==> src/rtl/slider_move_driver.sv <==
`default_nettype none
// ============================================================================
// Module : slider_move_driver
// Checks blank-direction commands against a shadow 2x4 board and drives legal
// moves onto the puzzle as registered (from,to) cell pairs.
// Rev    : 1.0  initial release
// ============================================================================
module slider_move_driver #(
    parameter int CNT_W = 16
) (
    input  logic             clock,
    input  logic             reset_n,
    input  logic             cmd_valid,
    input  logic [1:0]       cmd_dir,
    output logic             cmd_ready,
    output logic [2:0]       from,
    output logic [2:0]       to,
    output logic             move_valid,
    output logic             move_rejected,
    output logic [2:0]       blank_pos,
    output logic [CNT_W-1:0] move_count,
    output logic             solved
);

    localparam logic [1:0] c_DIR_UP    = 2'd0;
    localparam logic [1:0] c_DIR_DOWN  = 2'd1;
    localparam logic [1:0] c_DIR_LEFT  = 2'd2;
    localparam logic [1:0] c_DIR_RIGHT = 2'd3;

    typedef enum logic [1:0] {
        S_IDLE   = 2'd0,
        S_ISSUE  = 2'd1,
        S_SETTLE = 2'd2
    } state_t;

    state_t           r_state;
    logic [2:0]       r_board [8];
    logic [2:0]       r_blank;
    logic [2:0]       r_from;
    logic [2:0]       r_to;
    logic             r_move_valid;
    logic             r_rejected;
    logic [CNT_W-1:0] r_count;
    logic             r_solved;

    logic             w_legal;
    logic [2:0]       w_target;
    logic             w_goal;

    // Bit 2 of a cell is its row, bits 1:0 its column.
    always_comb begin
        w_legal  = 1'b0;
        w_target = r_blank;
        case (cmd_dir)
            c_DIR_UP: begin
                w_legal  = r_blank[2];
                w_target = r_blank - 3'd4;
            end
            c_DIR_DOWN: begin
                w_legal  = ~r_blank[2];
                w_target = r_blank + 3'd4;
            end
            c_DIR_LEFT: begin
                w_legal  = (r_blank[1:0] != 2'd0);
                w_target = r_blank - 3'd1;
            end
            c_DIR_RIGHT: begin
                w_legal  = (r_blank[1:0] != 2'd3);
                w_target = r_blank + 3'd1;
            end
            default: begin
                w_legal  = 1'b0;
                w_target = r_blank;
            end
        endcase
    end

    always_comb begin
        w_goal = (r_board[7] == 3'd0);
        for (int i = 0; i < 7; i++) begin
            w_goal = w_goal & (r_board[i] == 3'(i + 1));
        end
    end

    // During ISSUE r_from holds the target cell and r_blank the old blank,
    // so the board swap needs no separate target register.
    always_ff @(posedge clock or negedge reset_n) begin
        if (!reset_n) begin
            r_state      <= S_IDLE;
            for (int i = 0; i < 8; i++) begin
                r_board[i] <= 3'(7 - i);
            end
            r_blank      <= 3'd7;
            r_from       <= 3'd7;
            r_to         <= 3'd7;
            r_move_valid <= 1'b0;
            r_rejected   <= 1'b0;
            r_count      <= '0;
            r_solved     <= 1'b0;
        end else begin
            r_rejected <= 1'b0;
            r_solved   <= w_goal;
            case (r_state)
                S_IDLE: begin
                    if (cmd_valid) begin
                        if (w_legal) begin
                            r_state      <= S_ISSUE;
                            r_from       <= w_target;
                            r_to         <= r_blank;
                            r_move_valid <= 1'b1;
                        end else begin
                            r_rejected   <= 1'b1;
                        end
                    end
                end
                S_ISSUE: begin
                    r_board[r_blank] <= r_board[r_from];
                    r_board[r_from]  <= 3'd0;
                    r_blank          <= r_from;
                    r_to             <= r_from;
                    r_move_valid     <= 1'b0;
                    if (r_count != {CNT_W{1'b1}}) begin
                        r_count <= r_count + CNT_W'(1);
                    end
                    r_state          <= S_SETTLE;
                end
                S_SETTLE: begin
                    r_state <= S_IDLE;
                end
                default: begin
                    r_state <= S_IDLE;
                end
            endcase
        end
    end

    assign cmd_ready     = (r_state == S_IDLE);
    assign from          = r_from;
    assign to            = r_to;
    assign move_valid    = r_move_valid;
    assign move_rejected = r_rejected;
    assign blank_pos     = r_blank;
    assign move_count    = r_count;
    assign solved        = r_solved;

endmodule
`default_nettype wire
==> config.mk <==
export PLATFORM = sky130hd
export DESIGN_NAME = slider_move_driver
export DESIGN_NICKNAME = d
export VERILOG_FILES = /design/src/rtl/slider_move_driver.sv
export SDC_FILE = /design/constraint.sdc
export NUM_CORES = 1
export LEC_CHECK = 0
export CORE_MARGIN = 1
export CORE_UTILIZATION = 30
export CTS_CLUSTER_SIZE = 14
export DETAILED_ROUTE_END_ITERATION = 7
export HOLD_SLACK_MARGIN = 0.12
export PLACE_DENSITY = 0.53
export SLEW_MARGIN = 0
export SYNTH_ARGS = -nofsm -noshare
export SYNTH_HDL_FRONTEND = slang
export SYNTH_SLANG_ARGS = --single-unit
==> constraint.sdc <==
create_clock -name clock -period 2 [get_ports clock]
set_input_delay 0.4 -clock clock [delete_from_list [all_inputs] [get_ports clock]]
set_output_delay 0.4 -clock clock [all_outputs]
set_load 0.01 [all_outputs]
==> results.txt <==
hold path depth -> 1
final hold violation count -> 0
fin nets -> 321
CP endpoint kind -> primary output
routed vias -> 2195
Die W -> 98.55 um
DPL Wire Length -> 4856 um
Hold WS -> 0.5137 ns
die area -> 9711 sq um
dpl cells -> 406
Detail Route Antenna Nets -> 0
reg2reg path depth -> 5
Max Clk Rate -> 0.5126 GHz
clk buf depth -> 2
slowest cell delay on critical path -> 0.55 ns
CTS tree -> built
Yosys reg bits -> 54
clock root buffer master -> clkbuf_8
drt initial violations -> 116
cell with the largest stage delay on the worst path -> dfstp_2
n_diodes -> 0
placed cell areas -> 3348 sq um
clock latency on the worst-skew pair -> 0.32 ns
Synth cell types -> 51
fin area -> 3516 sq um
worst hold-check path type -> register to register
RD Place Congestion -> 0.8267
Main synth FF type -> dfrtp_1
total gr overflow -> 0
Final WS setup -> 0.04906 ns
cells along the critical path -> buf_4, clkdlybuf4s50_1
die height -> 98.55 um
initial antenna violation count -> 0
startpoint types -> register
Relative slew margins -> 58.04%
R2R setup slack -> 0.08 ns
post-route insts no fill -> 423
I/O Pins -> 34
Critical R2R Launch -> from[0]
Residual DRC -> 0
sequential area share after synthesis -> 49.26%
Pre-Repair DR Iteration Count -> 6
ratio of final minimum period to clock period -> 97.55%
vias in the first global route -> 2205
Setup CP Type -> register to primary output
Area Growth Syn to Fin -> 25.73%
fin. max-slew vios -> 0
Core Util, Final -> 39.54%
# rows -> 34
synthesized area -> 2796 sq um
max_cap viols -> 0
final WL -> 6918 um
min-delay src -> move_count[11]
clk slew on worst S/H paths -> 0.10 ns
Overall Global Routing Usage -> 15.14%
synth warn -> 0
Syn Nets -> 264
Leak Pwr -> 1.428 nW
Post-synth EDFFs -> 0
outcome -> completed
largest net degree at the start of global routing -> 55
met1 Usage GRT -> 21.66%
Critical Path AT -> 1.55 ns
Worst Tran Pin Value -> 0.6236 ns
port buffer count -> 33
routed length per placed instance -> 16.35 um
RSZ-0062 raised after global routing -> no
Crit Path Max Fanout -> 7
share of cells above drive strength 1 -> 25.08%
required time of the critical path -> 1.60 ns
first-pass GRT wire length -> 11520 um
H-tree levels -> 2
TritonCTS Buffers -> 5
Placement Setup Slack -> -0.1518 ns
Pwr Density -> 1356 nW/um^2
post-DR vias/cell -> 5.189
syn avg cell area -> 10.88 sq um
met3 Use GR -> 2.837%
total chip power -> 4.768 mW
Initial Util -> 31.45%
met2 usage -> 23.51%
setup_tns -> 0 ns
CTS sink cnt -> 54
post-layout min period -> 1.951 ns
r2r endpoint -> r_board[4]
Clock Skews -> 0.01204 ns
Hold Path End -> move_count[11]
Syn Inst Count -> 257
GR peak layer -> met2
ys async rst share -> 100.0%
core area -> 8891 sq um
VDD IR max -> 0.5393 mV
final setup vio count -> 0
-- layer usage --
layer / vias up / part of all wire, %
met5: - / 0
met4: 0 / 1.1
met3: 7 / 4.2
met2: 50 / 46
met1: 1078 / 49
li1: 1060 / -
-- cells in the final DEF (no fill, tap or decap), types with 4 or more instances in the layout --
cell type / n
a211oi_1: 11
a21oi_1: 8
a31oi_1: 4
and4_1: 4
buf_4: 29
clkbuf_8: 5
clkdlybuf4s50_1: 32
dfrtp_1: 33
dfstp_2: 20
mux2_1: 5
mux2i_1: 12
nand2_1: 16
nand2b_1: 7
nand3_1: 5
nand3b_1: 4
nand4_1: 12
nor2_1: 26
nor3_1: 9
nor3_2: 5
o21ai_0: 4
o22ai_1: 8
xnor2_1: 9
xor2_1: 6
-- flip-flops by register name, summed over array words and instances (netlist names) --
| name | flops |
|---|---|
| r_state | 2 |
| from | 3 |
| blank_pos | 3 |
| move_count | 16 |
| move_rejected | 1 |
| r_board | 24 |
| move_valid | 1 |
| to | 3 |
| solved | 1 |
-- logic make-up (layout without fill, tap and decap cells) --
family / Yosys count / in the layout / synth area share (%)
flops: 54 / 54 / 49.26
compound gates: 43 / 43 / 10.51
xor+xnor: 15 / 15 / 4.698
mux: 23 / 23 / 10.07
simple gates: 102 / 102 / 20.67
fa+ha+maj: 2 / 2 / 1.163
buf+inv: 18 / 76 / 3.624
-- worst max-delay path, delay by kind of cell (launching register included) --
kind	cells	cell delay (ns)
buf+inv	2	0.69
flops	1	0.55
-- final cells by class --
cell class,instances,area [sq um]
multi-input cells,185,1318
clock buffers,5,68.82
flip-flops and latches,54,1381
fillers,876,5375
well taps,108,135.1
inverters,4,15.01
repair buffers,64,573.1
clock inverters,3,25.02
-- worst max-delay path by stage --
stage                     depth (start not counted)       endpoint           from  slack, ns
final                                             2        from[0]        from[0]       0.05
after global routing                              5     r_board[4]        from[0]      0.004
after CTS                                         1   blank_pos[1]   blank_pos[1]      0.001
after detailed placement                          6        from[1]     cmd_dir[1]      -0.15
after global placement                            6        from[1]     cmd_dir[1]      -0.12
after floorplan                                   6  move_count[1]  move_count[0]       0.13
-- where the power goes --
part	switching, mW	internal (mW)	total [mW]
clock network	0.383	0.254	0.637
registers	0.352	1.58	1.93
logic	1.11	1.08	2.20
total	1.85	2.92	4.77
-- synth_stat cells (6+ instances only) --
library cell / number / area share [%]
dfrtp_1: 33 / 30
nor2_1: 26 / 3.5
dfstp_2: 21 / 20
nand2_1: 16 / 2.1
mux2i_1: 12 / 4.3
nand4_1: 12 / 2.7
a211oi_1: 11 / 3.0
nor3_1: 9 / 1.6
xnor2_1: 9 / 2.8
a21oi_1: 8 / 1.4
o22ai_1: 8 / 1.8
nand2b_1: 7 / 1.6
buf_2: 6 / 1.1
xor2_1: 6 / 1.9
-- repair_timing --
action,CTS,global route
pin swaps,0,0
hold endpoints to repair,33,0
buffers inserted,5,3
setup endpoints to repair,3,1
gates resized for setup,1,0
hold buffers,1,0
No activity file was read; power rests on OpenSTA's default activity.
